File: src/rtl/wb_arbiter_2m.sv
// Two-master Wishbone-classic arbiter: round-robin grant held for the whole cyc tenure,
// owner-only ack/err routing, and a per-transfer watchdog that frees a hung bus.
module wb_arbiter_2m #(
    parameter int ADDR_WIDTH     = 32,
    parameter int DATA_WIDTH     = 32,
    parameter int TIMEOUT_CYCLES = 1024
) (
    input  logic                  clk,
    input  logic                  rst,
    input  logic                  m0_cyc,
    input  logic                  m0_stb,
    input  logic                  m0_we,
    input  logic [ADDR_WIDTH-1:0] m0_addr,
    input  logic [DATA_WIDTH-1:0] m0_data_out,
    output logic [DATA_WIDTH-1:0] m0_data_in,
    output logic                  m0_ack,
    output logic                  m0_err,
    input  logic                  m1_cyc,
    input  logic                  m1_stb,
    input  logic                  m1_we,
    input  logic [ADDR_WIDTH-1:0] m1_addr,
    input  logic [DATA_WIDTH-1:0] m1_data_out,
    output logic [DATA_WIDTH-1:0] m1_data_in,
    output logic                  m1_ack,
    output logic                  m1_err,
    output logic                  s_cyc,
    output logic                  s_stb,
    output logic                  s_we,
    output logic [ADDR_WIDTH-1:0] s_addr,
    output logic [DATA_WIDTH-1:0] s_data_out,
    input  logic [DATA_WIDTH-1:0] s_data_in,
    input  logic                  s_ack,
    output logic [1:0]            grant
);

    // A zero timeout would give a zero-width counter, so keep one dummy bit held at 0.
    localparam int CNT_W = (TIMEOUT_CYCLES > 0) ? $clog2(TIMEOUT_CYCLES + 1) : 1;

    typedef enum logic [1:0] {
        IDLE = 2'b00,
        GNT0 = 2'b01,
        GNT1 = 2'b10
    } state_t;

    state_t           state;
    state_t           next_state;
    logic             last;
    logic [CNT_W-1:0] wd_count;
    logic [1:0]       err_lock;
    logic             req0;
    logic             req1;
    logic             timeout;

    // A master that just timed out may not compete again until it has dropped cyc.
    assign req0 = m0_cyc & ~err_lock[0];
    assign req1 = m1_cyc & ~err_lock[1];

    assign timeout = (TIMEOUT_CYCLES != 0) && (state != IDLE)
                     && (wd_count == CNT_W'(TIMEOUT_CYCLES)) && !s_ack;

    always_comb begin
        next_state = state;
        case (state)
            IDLE: begin
                if (req0 && req1)
                    next_state = last ? GNT0 : GNT1;
                else if (req0)
                    next_state = GNT0;
                else if (req1)
                    next_state = GNT1;
            end
            GNT0: if (!m0_cyc) next_state = req1 ? GNT1 : IDLE;
            GNT1: if (!m1_cyc) next_state = req0 ? GNT0 : IDLE;
            default: next_state = IDLE;
        endcase
        if (timeout)
            next_state = IDLE;
    end

    always_comb begin
        s_cyc      = 1'b0;
        s_stb      = 1'b0;
        s_we       = 1'b0;
        s_addr     = '0;
        s_data_out = '0;
        case (state)
            GNT0: begin
                s_cyc      = m0_cyc;
                s_stb      = m0_stb;
                s_we       = m0_we;
                s_addr     = m0_addr;
                s_data_out = m0_data_out;
            end
            GNT1: begin
                s_cyc      = m1_cyc;
                s_stb      = m1_stb;
                s_we       = m1_we;
                s_addr     = m1_addr;
                s_data_out = m1_data_out;
            end
            default: ;
        endcase
    end

    assign grant      = {state == GNT1, state == GNT0};
    assign m0_ack     = s_ack & grant[0] & m0_stb;
    assign m1_ack     = s_ack & grant[1] & m1_stb;
    assign m0_err     = timeout & grant[0];
    assign m1_err     = timeout & grant[1];
    assign m0_data_in = s_data_in;
    assign m1_data_in = s_data_in;

    // The watchdog measures one stalled transfer of one owner, so any ack or owner change restarts it.
    always_ff @(posedge clk or posedge rst) begin
        if (rst) begin
            state    <= IDLE;
            last     <= 1'b1;
            wd_count <= '0;
            err_lock <= 2'b00;
        end else begin
            state <= next_state;
            if (next_state == GNT0)
                last <= 1'b0;
            else if (next_state == GNT1)
                last <= 1'b1;

            if ((TIMEOUT_CYCLES == 0) || (state == IDLE) || (next_state != state) || s_ack)
                wd_count <= '0;
            else if (s_stb)
                wd_count <= wd_count + CNT_W'(1);

            if (m0_err)
                err_lock[0] <= 1'b1;
            else if (!m0_cyc)
                err_lock[0] <= 1'b0;

            if (m1_err)
                err_lock[1] <= 1'b1;
            else if (!m1_cyc)
                err_lock[1] <= 1'b0;
        end
    end

endmodule

File: config.mk
export PLATFORM = sky130hd
export DESIGN_NAME = wb_arbiter_2m
export DESIGN_NICKNAME = d
export VERILOG_FILES = /design/src/rtl/wb_arbiter_2m.sv
export SDC_FILE = /design/constraint.sdc
export NUM_CORES = 1
export LEC_CHECK = 0
export ABC_AREA = 1
export CORE_AREA = 2 2 119 121
export CTS_BUF_LIST = sky130_fd_sc_hd__clkbuf_16
export DETAILED_ROUTE_END_ITERATION = 10
export DIE_AREA = 0 0 121 123
export PLACE_DENSITY_LB_ADDON = 0.08
export SYNTH_ARGS = -nofsm -noshare
export SYNTH_HDL_FRONTEND = slang
export SYNTH_SLANG_ARGS = --single-unit
File: constraint.sdc
create_clock -name clk -period 1.84 [get_ports clk]
set_input_delay 0.368 -clock clk [delete_from_list [all_inputs] [get_ports clk]]
set_output_delay 0.368 -clock clk [all_outputs]
set_load 0.02 [all_outputs]
# ---- Yosys cells after proc, flatten, opt, wreduce, memory -nomap -nowiden
# Cells that the tools add are included.
dict set report word_totals {
  latchBits 0
  romBits 0
  inputBits 169
  mem_bits_rw 0
  regBits 16
  elab_cells 57
  n_memories 0
  out_inout_bits 137
}
dict set report classes {
  div 0
  add_sub_neg 1
  shift 0
  muxes 23
  n_bitwise 10
  reduce_logical 10
  n_mul 0
  n_lt_le_gt_ge 0
  n_eq_ne 8
}
# operator count
set op_table {}
lappend op_table {{32-bit one-hot mux with 2 select lines} 2}
lappend op_table {{11-bit 2-to-1 mux} 2}
lappend op_table {{2-bit 2-to-1 mux} 8}
lappend op_table {{11-bit by 1-bit adder with 11-bit output (second input constant)} 1}
lappend op_table {{11-bit == test (second input constant)} 1}
lappend op_table {{1-bit bitwise AND} 8}
lappend op_table {{1-bit 2-to-1 mux} 7}
lappend op_table {{1-bit one-hot mux with 2 select lines} 3}
lappend op_table {{2-bit one-hot mux with 3 select lines} 1}
lappend op_table {{2-bit nonzero test} 3}
lappend op_table {{2-bit by 1-bit == test with 1-bit output (second input constant)} 2}
lappend op_table {{2-bit == test (second input constant)} 2}
lappend op_table {{2-bit by 1-bit != test with 1-bit output (second input constant)} 2}
lappend op_table {{1-bit logical AND} 3}
lappend op_table {{2-bit zero test} 1}
lappend op_table {{1-bit logical OR} 2}
lappend op_table {{2-bit != test} 1}
lappend op_table {{1-bit NOT} 2}
lappend op_table {{1-bit zero test} 1}

# ---- Logic depth before layout (Yosys ltp)
# Gate-level depths: netlist (run 1).
dict set report depth {
  ltp_word 11
  mapped_depth 13
  depth_no_buf 13
}

# ---- Worst setup path after synthesis (run 1)
# Ideal clock, no wire load.
dict set report synth_path {
  path_type {flip-flop to output port}
  start {register state[1]}
  end {output s_addr[10]}
  path_slack_ns -0.410
  n_path_buf 2
  arrival_time_ns 1.882
  path_stages_with_launch 7
  path_cell_list {dfrtp_1 > inv_1 > ha_1 > clkbuf_1 > clkbuf_1 > nand2_1 > a21oi_1}
}
dict set report synth_between {
  elab_chain_cells 2
  word_cells_on_any_way 3
  classes_between {eq/ne: 2; mux: 1}
}
# item line
set synth_lines {}
lappend synth_lines {{start, declared} 45} ;# state_t state;
lappend synth_lines {{start signal, assigned} 121} ;# state <= next_state;
lappend synth_lines {{2-bit by 1-bit == test with 1-bit output} -}
lappend synth_lines {{via grant[0]} 33} ;# output logic [1:0] grant
lappend synth_lines {{32-bit one-hot mux with 2 select lines} 86} ;# case (state)
lappend synth_lines {{end, declared} 29} ;# output logic [ADDR_WIDTH-1:0] s_addr,
# The timed path passes the listed nets, and every way through them passes these cells.

# ---- Worst setup path after layout (run 1)
dict set report layout_path {
  start {register state[0]}
  end {output s_data_out[3]}
}
dict set report layout_between {
  elab_chain_cells 2
  word_cells_on_any_way 3
  classes_between {eq/ne: 2; mux: 1}
}
# item line
set layout_lines {}
lappend layout_lines {{2-bit == test / 2-bit by 1-bit == test with 1-bit output (equally long branches)} 86}
lappend layout_lines {{32-bit one-hot mux with 2 select lines (*)} 86}
lappend layout_lines {{end, declared} 30} ;# output logic [DATA_WIDTH-1:0] s_data_out,
# Every way passes the cells marked *; elsewhere a longest branch is shown, timed or not.

==> metrics.md, run 1 <==
| Metric | Value |
|---|---|
| Psw | 4550 uW |
| Comb power frac | 0.909 |
| Outcome | complete, but fails checks |
| Post-route cell area | 6680 sq um |
| Final setup violating endpoints | a little over 80 |
| Non-Filler Instances | 854 |
| PD cells | approximately 1400 nW/um^2 |
| CP max stage delay | 0.40 ns |
| TritonCTS clock tree | done |
| Critical path required time | around 1.5 ns |
| Share of cells above drive strength 1 | 0.500 |
| Via density | 4.31 |
| Switching share of total power | 0.488 |
| Critical path origin | state[0] |
| DRC viols | 0 |
| Total number of vias | between 3000 and 4000 |
| Final WL | around 15 mm |
| Sequential fraction of the synthesis area | 0.152 |
| Unrepaired setup endpoints after global routing | yes |
| Initial DRC count | 128 |
| GRT Overall Usage | 0.183 |
| Cell variety after synth | 26 |
| CORE AREA | about 14000 sq um |
| Width of the chip | 121 microns |
| First-pass GRT wire length | between 20 and 25 mm |
| CP arrival | 1.77 ns |
| Initial antenna violation count | 1 |
| Buffers and inverters on the worst path | 6 |
| Setup Total Neg Slack | -18.11 ns |
| CTS max path bufs | 2 |
| Slew Limit Fails | 0 |
| Top delay family on crit path | buffers and inverters |
| Max Clock Freq | roughly 470 MHz |
| Setup crit start kind | register |
| Row count | 43 |
| Antenna Nets Post-Route | 0 |
| Vias in the first global route | 3619 |
| Worst slew pin tran | approximately 0.27 ns |
| RR Startpoint | state[0] |
| Detail Placement HPWL | about 11 mm |
| Reg clk slew, reported paths | around 0.050 ns |
| Worst Setup Slack, final | -0.296 ns |
| Tcrit/Tclk final | 1.16 |
| Largest net degree at the start of global routing | 23 |
| Leak Pwr | between 0.002 and 0.003 uW |
| Slew headroom | 0.817 |
| Worst Setup End Kind | primary output |
| Clock Skews | around 0.0027 ns |
| Starting density of the core | 0.194 |
| Antenna cells | 0 |
| Syn Std Cell Area | about 2600 sq um |
| Most common cell after layout, fill and taps aside | clkdlybuf4s50_1 |
| DRT Pass-1 Iters | 4 |
| Area Growth Syn to Fin | 153% |
| Mean Syn Cell Area | between 5 and 6 sq um |
| Critical Path Most Common Cell | buf_6 |
| Max FO, Critical Path | 4 |
| Worst-Skew Late Latency | roughly 0.25 ns |
| Multi-input logic area | around 2600 sq um |
| H-tree depth | 1 |
| Setup WS pre-CTS | -0.516 ns |
| CP Cell Sequence | inv_2 -> buf_6 -> ha_4 -> buf_12 -> buf_16 -> buf_8 -> nand2_4 -> a21oi_4 -> buf_6 |
| Most frequent cells in the layout | clkdlybuf4s50_1, nand2_1, buf_6 |
| Max cap viols | 0 |
| Synth Instances | roughly 460 |
| Worst setup path class | reg -> out |
| Ports | 306 |
| Final min period | roughly 2.1 ns |
| Seq. cell area | around 400 sq um |
| Placed cell area | ~5500 sq um |
| Fill cell total of the finished layout | between 1000 and 1500 |
| Synthesized net count | approximately 640 |
| Clock Power Share | 0.046 |
| Final hold slack | 0.436 ns |
| Die height | between 100 and 150 microns |
| Final Hold Viols | 0 |
| Placed Cells incl. Taps | ~800 |
| Part of the power in registers | 0.045 |
| Critical Path Slowest Stage Cell | dfrtp_1 |
| Post-CTS Hold Buffers | 0 |
| Nets@finish | 851 |
| Port bufs | roughly 210 |
| Clk root buf | clkbuf_16 |
| CTS buffer count | 3 |
| Power Internal | around 4800 uW |
| VDD IR-drop max | between 500 and 600 uV |
| Failing checks | negative setup slack |
| Hold WC Path Type | in -> async |
| Final GP Congestion | between 0.8 and 0.9 |
| Die ar. | about 15000 sq um |
| WL/cell | approximately 18 microns |
| Clock Sinks | 16 |
| Ys Warns | 0 |
| GRT overflow | 0 |
| #FFs+latches synth | 16 |
-- cell families after synthesis --
group | after synthesis | synth area share
buf+inv | 120 | 0.269
fa+ha+maj | 7 | 0.0332
compound gates | 73 | 0.139
flops | 16 | 0.152
xor+xnor | 5 | 0.0166
simple gates | 242 | 0.390
-- synth_stat cells (all sizes together) --
cell type,number,area share
inv,31,0.044
ha,7,0.033
dfrtp,15,0.14
nand4,4,0.0095
a21oi,67,0.13
nor2,25,0.039
o21ai,6,0.011
nor4,1,0.0024
dfstp,1,0.010
nor3,12,0.042
or2,1,0.0024
clkbuf,17,0.024
nand3,18,0.034
xnor2,3,0.010
buf,72,0.20
xor2,2,0.0066
nand2,181,0.26
-- state kept, by name (all words and copies together) (netlist names) --
signal and count:
last 1, err_lock 2, state 2, wd_count 11
-- per-stage QoR --
stage | power (uW) | util
floorplan | 4330 | -
global placement | 6500 | 0.402
detailed placement | 6530 | 0.402
CTS | 8700 | 0.467
global route | 9810 | 0.491
finish | 9320 | 0.491
-- tightest hold or removal path, cell delays in order --
cell	delay (ns)
clkdlybuf4s50_1	0.40
inv_1	0.05
buf_4	0.24
-- final timing paths --
check | to | slack, ns | cells after the start
min reg2reg | last | 0.48 | 2
min | wd_count[5] | 0.44 | 3
min in group clk | last | 0.48 | 2
max in group asynchronous | last | 1.14 | 3
max | s_data_out[3] | -0.30 | 9
max reg2reg | wd_count[4] | -0.24 | 17
-- per-layer routing --
layer  global-route usage  up-vias  part of all wire
li1                     -     1820                 -
met1                0.238     1694              0.43
met2                0.301      133              0.47
met3               0.0581       34             0.078
met4               0.0320        2             0.019
met5                    0        -           0.00086
-- power by group through the flow --
stage | clock network [uW] | registers, uW | logic [uW]
floorplan | 0 | 429 | 3900
global placement | 0 | 418 | 6080
detailed placement | 0 | 418 | 6110
CTS | 442 | 417 | 7840
global route | 461 | 426 | 8920
finish | 430 | 422 | 8470
-- cell type report --
type | instances | area share
repair buffers | 296 | 0.486
flip-flops and latches | 16 | 0.0601
clock buffers | 3 | 0.0112
multi-input cells | 327 | 0.389
well taps | 180 | 0.0337
clock inverters | 1 | 0.000562
inverters | 31 | 0.0189
-- repair_timing --
action                                 4_1_cts  5_1_grt
setup buffers                               21       10
endpoints found under the hold margin        0        0
setup endpoints to repair                   85       85
cloned                                       7        2
pin swaps                                   18       32
resized for setup                          474       57
(Power assumes the default switching activity.)
==> run 2: changes to the inputs <==
--- a/config.mk
+++ b/config.mk
@@ -6,6 +6,7 @@
 export NUM_CORES = 1
 export LEC_CHECK = 0
 export ABC_AREA = 1
+export CAP_MARGIN = 20
 export CORE_AREA = 2 2 119 121
 export CTS_BUF_LIST = sky130_fd_sc_hd__clkbuf_16
 export DETAILED_ROUTE_END_ITERATION = 10
==> results of run 2 <==
No change in the layout: final DEF, timing and power equal those of run 1.
==> run 3: changes to the inputs <==
==> config.mk (replaced) <==
export PLATFORM = sky130hd
export DESIGN_NAME = wb_arbiter_2m
export DESIGN_NICKNAME = d
export VERILOG_FILES = /design/src/rtl/wb_arbiter_2m.sv
export SDC_FILE = /design/constraint.sdc
export NUM_CORES = 1
export LEC_CHECK = 0
export CAP_MARGIN = 20
export CORE_AREA = 2 2 118 120
export CTS_BUF_LIST = sky130_fd_sc_hd__clkbuf_16
export DETAILED_ROUTE_END_ITERATION = 10
export DIE_AREA = 0 0 120 122
export PLACE_DENSITY_LB_ADDON = 0.08
export SLEW_MARGIN = 20
export SYNTH_ARGS = -nofsm -noshare
export SYNTH_HDL_FRONTEND = slang
export SYNTH_SLANG_ARGS = --single-unit
==> run 3 against run 2 <==
The run still ends with negative setup slack left. Synthesized cell count is 28% lower. Clock-buffer cell count stayed put. Critical path depth is 2 lower. Maximum frequency is 0.61% higher. Final cell count is 15% lower. Setup slack better by 0.013 ns. Routed wire length is 19% lower. Die area is 1.6% lower. Highest routed layer is now met4.
==> metrics.md, run 3 <==
| Metric | Value |
|---|---|
| Leak Pwr | 0.00246 uW (-4.8%) |
| Nets@finish | 722 (-15%) |
| Slew Limit Fails | 0 (unchanged) |
| CP arrival | 1.75 ns (-0.02 ns) |
| Number of flip-flops in the largest register | 11 (unchanged) |
| Max cap viols | 0 (unchanged) |
| Top cells by count, synth | a22oi_1, nor2b_1, buf_4 |
| Critical Path Most Common Cell | buf_6 |
| Detail Placement HPWL | 8.79 mm (-21%) |
| Ports | 306 (unchanged) |
| Failing checks | negative setup slack |
| Slew headroom | 0.784 (-0.0323) |
| Unrepaired setup endpoints after global routing | yes |
| Design Power | 8530 uW (-8.5%) |
| GRT Overall Usage | 0.156 (-0.0268) |
| Initial DRC count | 81 (-37%) |
| Max Clock Freq | 471 MHz (+0.61%) |
| Synth top area share | 0.196 (-0.0577) |
| Synth area leaders | a22oi_1, buf_4, nor2b_1, dfrtp_1, ha_1 |
| Total number of vias | 3174 (-14%) |
| TritonCTS clock tree | done |
| Post-synth EDFFs | 0 (unchanged) |
| Starting density of the core | 0.190 (-0.00337) |
| Final setup violating endpoints | 84 (+1.2%) |
| Final Hold Viols | 0 (unchanged) |
| Via density | 4.38 (+1.5%) |
| GR peak layer | met2 |
| Seq. cell area | 404 sq um (+0.62%) |
| Die ar. | 14600 sq um (-1.6%) |
| Final WL | 12.3 mm (-19%) |
| Syn Std Cell Area | 2570 sq um (-2.5%) |
| Most frequent cells in the layout | clkdlybuf4s50_1, buf_6, a22oi_2 |
| Top delay family on crit path | buffers and inverters |
| Max FO, Critical Path | 5 (+1) |
| CP max stage delay | 0.42 ns (+0.02 ns) |
| Row count | 43 (unchanged) |
| Final GP Congestion | 0.834 (+4.2%) |
| Largest net degree at the start of global routing | 36 (+57%) |
| Most common cell in the netlist | a22oi_1 |
| WL/cell | 17.0 microns (-4.1%) |
| PD cells | 1350 nW/um^2 (-3.1%) |
| Synth Instances | 334 (-28%) |
| Setup Total Neg Slack | -15.68 ns (+2.43 ns) |
| Vias in the first global route | 3083 (-15%) |
| Clock Sinks | 16 (unchanged) |
| Final min period | 2.12 ns (-0.0128 ns) |
| Antenna cells | 0 (unchanged) |
| Width of the chip | 120 microns (-0.83%) |
| CP Cell Sequence | buf_6 -> ha_4 -> buf_6 -> a22o_4 -> buf_6 -> and2_4 -> buf_6 |
| Main synth FF type | dfrtp_1 |
| Yosys top cell by area | a22oi_1 |
| Met2 usage | 0.250 (-0.0513) |
| Antenna Nets Post-Route | 0 (unchanged) |
| Reg clk slew, reported paths | 0.05 ns (about the same) |
| Most common cell after layout, fill and taps aside | clkdlybuf4s50_1 |
| Post-CTS Hold Buffers | 0 (unchanged) |
| Cell variety after synth | 48 (+85%) |
| First-pass GRT wire length | 18.1 mm (-13%) |
| Worst Setup Slack, final | -0.283 ns (+0.0128 ns) |
| Final hold slack | 0.427 ns (-0.00891 ns) |
| Ys Warns | 0 (unchanged) |
| Met1 GRT Util | 0.210 (-0.0288) |
| Clock Skews | 0.00289 ns (+0.000147 ns) |
| Largest registers | wd_count x11, err_lock x2, state x2 |
| Synthesized net count | 510 (-20%) |
| Ys async rst share | 1.00 (unchanged) |
| GRT met3 Usage | 0.0426 (-0.0155) |
| Critical path required time | 1.47 ns (about the same) |
| DRT Pass-1 Iters | 4 (unchanged) |
| Most flop-heavy register | wd_count |
| Setup crit start kind | register |
| GRT overflow | 0 (unchanged) |
| Initial antenna violation count | 0 (-1) |
| Multi-input logic area | 2260 sq um (-13%) |
| Worst-Skew Late Latency | 0.25 ns (about the same) |
| Worst Setup End Kind | primary output |
| #FFs+latches synth | 16 (unchanged) |
| Worst slew pin tran | 0.319 ns (+0.0450 ns) |
| Buffers and inverters on the worst path | 4 (-2) |
| CTS buffer count | 3 (unchanged) |
| DRC viols | 0 (unchanged) |
| Share of cells above drive strength 1 | 0.596 (+0.0963) |
| Tcrit/Tclk final | 1.15 (-0.00698) |
| CORE AREA | 13500 sq um (-0.79%) |
| Outcome | complete, but fails checks |
| H-tree depth | 1 (unchanged) |
| Worst setup path class | reg -> out |
| Sequential fraction of the synthesis area | 0.156 (+0.00393) |
| Fill cell total of the finished layout | 1256 (-4.8%) |
| Die height | 122 microns (-0.81%) |
| Critical Path Slowest Stage Cell | dfrtp_2 |
| Clk root buf | clkbuf_16 |
| Mean Syn Cell Area | 7.69 sq um (+35%) |
| Hold WC Path Type | in -> async |
| Area Growth Syn to Fin | 145% |
| Port bufs | 209 (unchanged) |
| VDD IR-drop max | 729 uV (+38%) |
| CTS max path bufs | 2 (unchanged) |
==> run 3: cell types whose count changed in the layout (fill, tap and decap cells not counted), sizes merged, moves of 5 or more <==
| cell | previous run | this run |
|---|---|---|
| nand2 | 181 | 7 |
| a22oi | 0 | 67 |
| nor2b | 0 | 66 |
| a21oi | 67 | 3 |
| inv | 31 | 10 |
| nand3 | 18 | 5 |
| nor3 | 12 | 1 |
| nor2 | 25 | 17 |
| o21ai | 6 | 1 |
==> run 3: power by group <==
part	switching, uW	total (uW)	leakage, uW	internal [uW]
Combinational	3250	7680	0.00221	4430
Clock	144	433	0.0000385	289
Sequential	23.3	415	0.000215	392
Total	3420	8530	0.00246	5110
==> run 3: worst register-to-register path, delay by kind of cell, from the launching register on <==
family / cells / cell delay [ns]
flops: 1 / 0.41
simple gates: 2 / 0.21
buf+inv: 5 / 0.60
compound gates: 3 / 0.58
fa+ha+maj: 1 / 0.20
==> run 3: kinds of logic (layout without fill, tap and decap cells) <==
kind of cell | Yosys count | in the layout | synth area share
AO/OA/AOI/OAI | 85 | 85 | 0.253
XOR/XNOR | 10 | 10 | 0.0341
adder cells (fa/ha/maj) | 7 | 7 | 0.0341
buffers and inverters | 99 | 310 | 0.249
flip-flops | 16 | 16 | 0.156
multiplexers | 1 | 1 | 0.00389
AND/OR/NAND/NOR | 116 | 116 | 0.270
==> run 3: layer usage <==
layer	routed length, microns	share of wire	vias up
met3	897	0.073	16
li1	-	-	1539
met1	5280	0.43	1487
met4	153	0.012	0
met2	5970	0.48	132
met5	0	0	-
==> run 3: per-stage QoR <==
stage          worst slack (ns)  cell area (sq um)  instances  utilization
4_1_cts                  -0.310               5920        710        0.438
6_report                 -0.283               6310        725        0.467
3_3_place_gp             -0.650               5250        684        0.388
2_1_floorplan            -0.112               3080        334            -
3_5_place_dp             -0.644               5250        684        0.388
5_1_grt                  -0.341               6310        725        0.467
==> run 3: cell type report <==
type                            instances  share of cell area
Timing Repair Buffer                  296               0.523
Clock inverter                          1            0.000595
Inverter                               10             0.00635
Clock buffer                            3              0.0119
Tap cell                              180              0.0357
Multi-Input combinational cell        219               0.358
Sequential cell                        16              0.0641
==> run 3: path summary, 6_finish.rpt <==
| kind | cells after the start | startpoint | slack, ns | endpoint |
|---|---|---|---|---|
| worst max-delay path | 7 | state[1] | -0.28 | s_cyc |
| worst min-delay path | 3 | rst | 0.43 | err_lock[1] |
| worst max register to register | 11 | state[0] | -0.25 | wd_count[3] |
| worst min register to register | 1 | err_lock[1] | 0.54 | err_lock[1] |
| max in group asynchronous | 3 | rst | 1.16 | last |
| min in group clk | 1 | err_lock[1] | 0.54 | err_lock[1] |
==> run 3: what timing repair did <==
action	CTS	global route
gates cloned	9	1
endpoints found under the setup margin	85	85
buffers inserted	13	16
resized for setup	426	64
pin swaps	11	13
